<file path="src/rtl/clint_mp.sv">
// Multi-hart core-local interruptor: per-hart msip and mtimecmp registers,
// one shared 64-bit mtime driven by a programmable prescaler, and a registered
// one-wait-state strobe/ack bus port.
module clint_mp #(
    parameter int          NUM_HARTS    = 2,
    parameter int          DIV          = 1,
    parameter logic [63:0] MTIMECMP_RST = 64'h7fff_ffff_ffff_ffff
) (
    input  logic                 i_clk,
    input  logic                 i_rst,
    input  logic [15:0]          i_addr,
    input  logic [3:0]           i_we,
    input  logic [31:0]          i_dat_w,
    output logic [31:0]          o_dat_r,
    input  logic                 i_stb,
    output logic                 o_ack,
    output logic [NUM_HARTS-1:0] o_timer_int,
    output logic [NUM_HARTS-1:0] o_software_int
);

    localparam logic [3:0]  HART_LIMIT = 4'(NUM_HARTS);
    localparam logic [15:0] PCNT_LAST  = 16'(DIV - 1);

    logic        ack_reg;
    logic [31:0] dat_r_reg;
    logic        accept;
    logic        is_write;
    logic        sel_msip;
    logic        sel_cmp;
    logic        sel_mtime;
    logic        hi_word;
    logic [2:0]  msip_hart;
    logic [2:0]  cmp_hart;
    logic        unused_addr_bits;

    logic        msip_reg      [NUM_HARTS];
    logic        timer_int_reg [NUM_HARTS];
    logic [63:0] mtimecmp_reg  [NUM_HARTS];
    logic [63:0] mtime_reg;
    logic [15:0] pcnt_reg;
    logic        tick;
    logic        mtime_wr;

    // rd_chain[0] carries mtime, each hart ORs in its own word
    logic [31:0] rd_chain [NUM_HARTS+1];
    logic [31:0] rd_next;

    // Replace only the byte lanes enabled in we.
    function automatic logic [31:0] merge_lanes(input logic [31:0] old_word,
                                                input logic [31:0] new_word,
                                                input logic [3:0]  we);
        logic [31:0] result;
        result = old_word;
        for (int b = 0; b < 4; b++) begin
            if (we[b]) begin
                result[8*b +: 8] = new_word[8*b +: 8];
            end
        end
        return result;
    endfunction

    // A request is taken only while no ack is outstanding, so a strobe held
    // through its ack cycle never commits twice.
    assign accept   = i_stb & ~ack_reg;
    assign is_write = |i_we;

    // Word-granular decode; the two byte-offset bits do not select anything.
    assign msip_hart        = i_addr[4:2];
    assign cmp_hart         = i_addr[5:3];
    assign hi_word          = i_addr[2];
    assign sel_msip         = (i_addr[15:5] == 11'd0) && ({1'b0, msip_hart} < HART_LIMIT);
    assign sel_cmp          = (i_addr[15:6] == 10'h100) && ({1'b0, cmp_hart} < HART_LIMIT);
    assign sel_mtime        = (i_addr[15:3] == 13'h17FF);
    assign unused_addr_bits = ^i_addr[1:0];

    assign tick     = (pcnt_reg == PCNT_LAST);
    assign mtime_wr = accept & is_write & sel_mtime;

    // Prescaler and mtime; a bus write wins over a tick and restarts the prescaler.
    always_ff @(posedge i_clk) begin
        if (i_rst) begin
            mtime_reg <= 64'd0;
            pcnt_reg  <= 16'd0;
        end else if (mtime_wr) begin
            pcnt_reg <= 16'd0;
            if (hi_word) begin
                mtime_reg[63:32] <= merge_lanes(mtime_reg[63:32], i_dat_w, i_we);
            end else begin
                mtime_reg[31:0]  <= merge_lanes(mtime_reg[31:0], i_dat_w, i_we);
            end
        end else if (tick) begin
            pcnt_reg  <= 16'd0;
            mtime_reg <= mtime_reg + 64'd1;
        end else begin
            pcnt_reg <= pcnt_reg + 16'd1;
        end
    end

    assign rd_chain[0] = sel_mtime ? (hi_word ? mtime_reg[63:32] : mtime_reg[31:0]) : 32'd0;

    generate
        for (genvar gi = 0; gi < NUM_HARTS; gi++) begin : g_hart
            logic [31:0] hart_word;

            // msip only has bit 0, written through byte lane 0.
            always_ff @(posedge i_clk) begin
                if (i_rst) begin
                    msip_reg[gi] <= 1'b0;
                end else if (accept && sel_msip && (msip_hart == 3'(gi)) && i_we[0]) begin
                    msip_reg[gi] <= i_dat_w[0];
                end
            end

            // mtimecmp words are written independently; no 64-bit atomicity.
            always_ff @(posedge i_clk) begin
                if (i_rst) begin
                    mtimecmp_reg[gi] <= MTIMECMP_RST;
                end else if (accept && is_write && sel_cmp && (cmp_hart == 3'(gi))) begin
                    if (hi_word) begin
                        mtimecmp_reg[gi][63:32] <= merge_lanes(mtimecmp_reg[gi][63:32], i_dat_w, i_we);
                    end else begin
                        mtimecmp_reg[gi][31:0]  <= merge_lanes(mtimecmp_reg[gi][31:0], i_dat_w, i_we);
                    end
                end
            end

            // Timer interrupt registers the compare of the current register values.
            always_ff @(posedge i_clk) begin
                if (i_rst) begin
                    timer_int_reg[gi] <= 1'b0;
                end else begin
                    timer_int_reg[gi] <= (mtime_reg >= mtimecmp_reg[gi]);
                end
            end

            assign hart_word =
                (sel_msip && (msip_hart == 3'(gi))) ? {31'd0, msip_reg[gi]} :
                (sel_cmp && (cmp_hart == 3'(gi)))   ? (hi_word ? mtimecmp_reg[gi][63:32]
                                                               : mtimecmp_reg[gi][31:0]) :
                                                      32'd0;
            assign rd_chain[gi+1]     = rd_chain[gi] | hart_word;
            assign o_timer_int[gi]    = timer_int_reg[gi];
            assign o_software_int[gi] = msip_reg[gi];
        end
    endgenerate

    assign rd_next = rd_chain[NUM_HARTS];

    // Bus response: one-cycle ack after acceptance, read data captured with it.
    always_ff @(posedge i_clk) begin
        if (i_rst) begin
            ack_reg   <= 1'b0;
            dat_r_reg <= 32'd0;
        end else begin
            ack_reg <= accept;
            if (accept) begin
                dat_r_reg <= rd_next;
            end
        end
    end

    assign o_ack   = ack_reg;
    assign o_dat_r = dat_r_reg;

endmodule

</file>
<file path="config.mk">
export PLATFORM = sky130hd
export DESIGN_NAME = clint_mp
export DESIGN_NICKNAME = d
export VERILOG_FILES = /design/src/rtl/clint_mp.sv
export SDC_FILE = /design/constraint.sdc
export NUM_CORES = 1
export LEC_CHECK = 0
export BUFFER_PORTS_ARGS = -buffer_cell sky130_fd_sc_hd__buf_4
export CAP_MARGIN = 20
export CORE_ASPECT_RATIO = 0.7
export CORE_MARGIN = 2
export CORE_UTILIZATION = 24
export CTS_CLUSTER_SIZE = 8
export DETAILED_ROUTE_END_ITERATION = 6
export PLACE_DENSITY = 0.39
export SETUP_SLACK_MARGIN = 0.5
export SYNTH_ARGS = -nofsm -noshare
export SYNTH_HDL_FRONTEND = slang
export SYNTH_SLANG_ARGS = --single-unit
export TNS_END_PERCENT = 5
</file>
<file path="constraint.sdc">
create_clock -name i_clk -period 6 [get_ports i_clk]
set_input_delay 0.3 -clock i_clk [delete_from_list [all_inputs] [get_ports i_clk]]
set_output_delay 0.3 -clock i_clk [all_outputs]
set_load 0.02 [all_outputs]
</file>
Word-level counts from Yosys, hierarchy flattened

Memories as Yosys holds them, arrays and structs flattened.
Cells that the tools add are included.

Register bits: 113
Memory bits (writable): 132
Logic and storage cells: 185
Memories: 3

$add $sub $neg: 2
Magnitude comparators: 4
Eq/ne operators: 10
Muxes and demuxes: 111
Bitwise logic cells: 14
Reduce and logical (&&, ||, !) cells: 30

Memory list:

| name          | depth | width | rd ports | clocked after Yosys merged registers in | wr ports | line | text |
|---|---|---|---|---|---|---|---|
| mtimecmp_reg  | 2     | 64    | 2        | 0                                       | 2        | 38   | `logic [63:0] mtimecmp_reg [NUM_HARTS];` |
| msip_reg      | 2     | 1     | 2        | 0                                       | 2        | 36   | `logic msip_reg [NUM_HARTS];` |
| timer_int_reg | 2     | 1     | 2        | 0                                       | 2        | 37   | `logic timer_int_reg [NUM_HARTS];` |

Operators with widths:

| kind                    | count |
|---|---|
| $mux W8                 | 68 |
| $mux W32                | 14 |
| $ge A64 B64 Y1          | 2 |
| $mux W64                | 2 |
| $add A64 B1 Y64 const B | 1 |
| $or A32 B32 Y32         | 2 |
| $mux W1                 | 27 |
| $reduce_and A3 Y1       | 8 |
| $add A16 B1 Y16 const B | 1 |
| $logic_not A16 Y1       | 1 |
| $logic_and A1 B1 Y1     | 15 |
| $eq A13 B13 Y1 const B  | 1 |
| $ne A2 B2 Y1 const B    | 6 |
| $logic_not A11 Y1       | 1 |
| $eq A10 B9 Y1 const B   | 1 |
| $or A1 B1 Y1            | 8 |
| $eq A3 B1 Y1 const B    | 2 |
| $logic_not A3 Y1        | 2 |
| $lt A3 B2 Y1 const B    | 2 |
| $reduce_or A4 Y1        | 1 |
| $and A1 B1 Y1           | 3 |
| $reduce_or A3 Y1        | 1 |
| $reduce_bool A2 Y1      | 1 |
| $not A1 Y1              | 1 |

Logic depth before layout (Yosys ltp)

Depth after elaboration: 9
Gate-level depth with buffers: 11

Worst setup path after synthesis

No wires, ideal clock.

Path kind: input port to flip-flop
Start point: input i_addr[8]
End point: memory mtimecmp_reg[0][0], enable pin
Library setup time: 0.329 ns
Arrival time: 2.262 ns
Required time: 5.671 ns
Slack: 3.409 ns
Stages on the path: 7
Cells stage by stage: or4_1 -> nor2_1 -> nand3_1 -> nor3_2 -> clkbuf_1 -> nand2_1 -> nand2_1

RTL lines:

| element            | line | text |
|---|---|---|
| start: declaration | 11   | `input logic [15:0] i_addr,` |
| end: declaration   | 38   |  |

==> reports/qor.yml <==
run_status:
  status: "complete, no violations"
sta:
  fin_worst_skew_ns: 0.0276
  max_slew_margin: 0.207
  worst_pin_slew_ns: 1.19
  clock.fmax_ghz: 0.286
  worst_slack_ns: 2.50
  setup_viol: 0
  maxSlewViolCount: 0
  post-route-min-period_ns: 3.50
  rsz0062_at_grt: "false"
  hold_viol: 0
  finalCritPeriodShare: 0.583
  fin_setup_tns_ns: 0
placement:
  dp_hpwl_mm: 44.3
  io_buffers: 89
  pre_cts_ws_ns: 2.48
  globalplace.congestion: 0.824
finish:
  nNetsFinal: 1975
  area_growth_pct: 16.9
  drive_above_1_share: 0.106
  largest_reg_flops: 128
global_routing:
  grt_util_all_layers: 0.185
  grt_pass1_wl_mm: 92.2
  overflow: 0
  grt_max_degree: 65
  grt_pass1_vias: 13500
  antenna_found_initial: 1
critical_path:
  worstPathRequired_ns: 6.35
  rr_worst_depth: 9
  arrival_ns: 3.85
  start_kind: "flip-flop"
  r2r_slack_ns: 2.50
  r2r_end: "timer_int_reg[1]"
  critical_path_class: "reg2reg"
  critPathCaptureType: "flip-flop"
  r2r_start: "mtime_reg[0]"
  path_max_fanout: 6
synthesis:
  synth_cells: 1740
  netlist_area_mm2: 0.0155
  ys_seq_elements: 245
  syn-num-nets: 1926
  synth_ff_type: "edfxtp_1"
  synth_compound_area_frac: 0.205
  yosys.area_share.simple: 0.195
  async_flop_share: 0
  synth-xor-area-share: 0.00848
  avgSynthCellArea_um2: 8.90
  synth_top_family_by_area: "compound AO/OA/AOI/OAI gates"
  synth-seq-area-share: 0.401
  synthAdderAreaFrac: 0.106
  synth_cell_types: 73
  synth.largest_area_cell: "edfxtp_1"
  synthMuxAreaShare: 0.0214
  synth-edff-count: 130
  synthTopCellsByArea: "edfxtp_1 (25%), dfxtp_1 (15%), ha_1 (11%), a21oi_1 (4.8%), nand2_1 (4.2%)"
  yosysWarnings: 0
  yosysTopAreaCellShare: 0.252
clocking:
  htree_levels: 2
  root_buffer: "clkbuf_16"
  cts_buffers: 37
  postCtsSetupBuffers: 0
  clk_path_buf_depth: 3
  cts_resized: 0
  hold_buffers: 0
  tritoncts_num_sinks: 245
  cts_tree: "yes"
  insertion_delay_ns: 0.56
  clk_pin_slew_ns: 0.06
power:
  ir_drop_mv: 0.141
  p_leak_nw: 7.43
  p_per_area_mw_per_mm2: 230
floorplan:
  die_h_um: 217
  die-area_mm2: 0.0666
  die_w_um: 308
  coreArea_mm2: 0.0635
  start_util: 0.244
  rows: 77
  ios: 92
detailed_routing:
  wl_mm: 61.7
  via_count: 13900
  antenna_left: 0
  drc: 0
  routed_via_density: 5.26
  drtIter0Drc: 1082
  firstDrtPassIters: 5
  routedWlPerCell_um: 23.3
min_path:
  holdPathStages: 2
  hp-start: "i_dat_w[3]"
  hold_path.class: "in2reg"
  hold_end: "mtimecmp_reg[1][3]"
job:
  maxCapViolCount: 0
[layout by cell type, fill, tap and decap left out, drive strengths merged, types with 19 or more instances in the layout]
| cell | Yosys | routed |
|---|---|---|
| a211oi | 19 | 19 |
| a21o | 20 | 20 |
| a21oi | 149 | 149 |
| a221oi | 65 | 65 |
| buf | 28 | 117 |
| clkbuf | 79 | 65 |
| dfxtp | 115 | 115 |
| edfxtp | 130 | 130 |
| ha | 131 | 131 |
| inv | 144 | 144 |
| mux2i | 32 | 32 |
| nand2 | 174 | 174 |
| nand2b | 70 | 70 |
| nand3 | 48 | 48 |
| nand4 | 47 | 47 |
| nor2 | 80 | 80 |
| nor3 | 32 | 32 |
| nor4 | 22 | 22 |
| o21ai | 102 | 102 |
| o22a | 29 | 29 |
| or3 | 62 | 62 |
[report_power, final]
group	switching [mW]	leakage [nW]	internal, mW	total [mW]
Combinational	0.190	4.97	0.100	0.291
Clock	0.843	0.530	1.22	2.06
Sequential	0.0199	1.93	1.79	1.81
Total	1.05	7.43	3.11	4.16
[worst max-delay path, cell delays in order (launching register included)]
cell      delay, ns
dfxtp_1        0.44
inv_1          0.14
ha_1           0.30
nand2b_1       0.15
a21o_1         0.19
a21o_1         0.20
a21oi_1        0.32
o211ai_1       0.23
a221oi_1       1.04
o31ai_1        0.29
[cell type report]
class / count / area, um^2
Tap cell: 829 / 1040
Timing Repair Buffer: 117 / 876
Fill cell: 6741 / 45400
Clock inverter: 3 / 18.8
Multi-Input combinational cell: 1244 / 8350
Inverter: 144 / 542
Antenna cell: 1 / 2.50
Clock buffer: 65 / 1080
Sequential cell: 245 / 6210
[worst max-delay path by stage]
| stage | from | depth (start not counted) | end | slack, ns |
|---|---|---|---|---|
| 2_1_floorplan | i_addr[8] | 7 | mtimecmp_reg[0][0] | 3.41 |
| 3_3_place_gp | i_addr[14] | 9 | mtime_reg[57] | 2.53 |
| 3_5_place_dp | i_addr[14] | 8 | mtime_reg[33] | 2.48 |
| 4_1_cts | mtime_reg[0] | 9 | timer_int_reg[1] | 2.54 |
| 5_1_grt | mtime_reg[0] | 9 | timer_int_reg[1] | 2.43 |
| 6_report | mtime_reg[0] | 9 | timer_int_reg[1] | 2.50 |
[Yosys cell counts (61+ instances only)]
cell / instances
o21ai_0: 101
nand2_1: 173
dfxtp_1: 115
nand2b_1: 70
inv_1: 144
nor2_1: 79
or3_1: 61
clkbuf_1: 78
a21oi_1: 148
ha_1: 131
edfxtp_1: 130
a221oi_1: 65
[metrics by stage]
stage | util | std cells | area [um^2] | hold WS [ns] | total power, mW
final | 0.285 | 2648 | 18100 | 0.0641 | 4.16
after CTS | 0.285 | 2647 | 18100 | 0.0273 | 4.22
after global placement | 0.268 | 2578 | 17000 | 0.450 | 2.14
after floorplan | - | 1740 | 15500 | 0.430 | 1.99
after global routing | 0.285 | 2647 | 18100 | 0.0474 | 4.31
after detailed placement | 0.268 | 2579 | 17000 | 0.459 | 2.14
[metal layers]
metal	GRT usage	up-vias	part of all wire
met3	0.0316	53	0.051
met4	0.0337	2	0.011
met2	0.265	341	0.41
met1	0.286	6940	0.53
met5	0	-	0.00015
li1	-	6581	-
[kinds of logic after synthesis]
kind of cell | after synthesis
compound gates | 483
xor+xnor | 15
fa+ha+maj | 131
buf+inv | 251
flops | 245
mux | 33
simple gates | 582
Power figures use the tool's default switching activity.
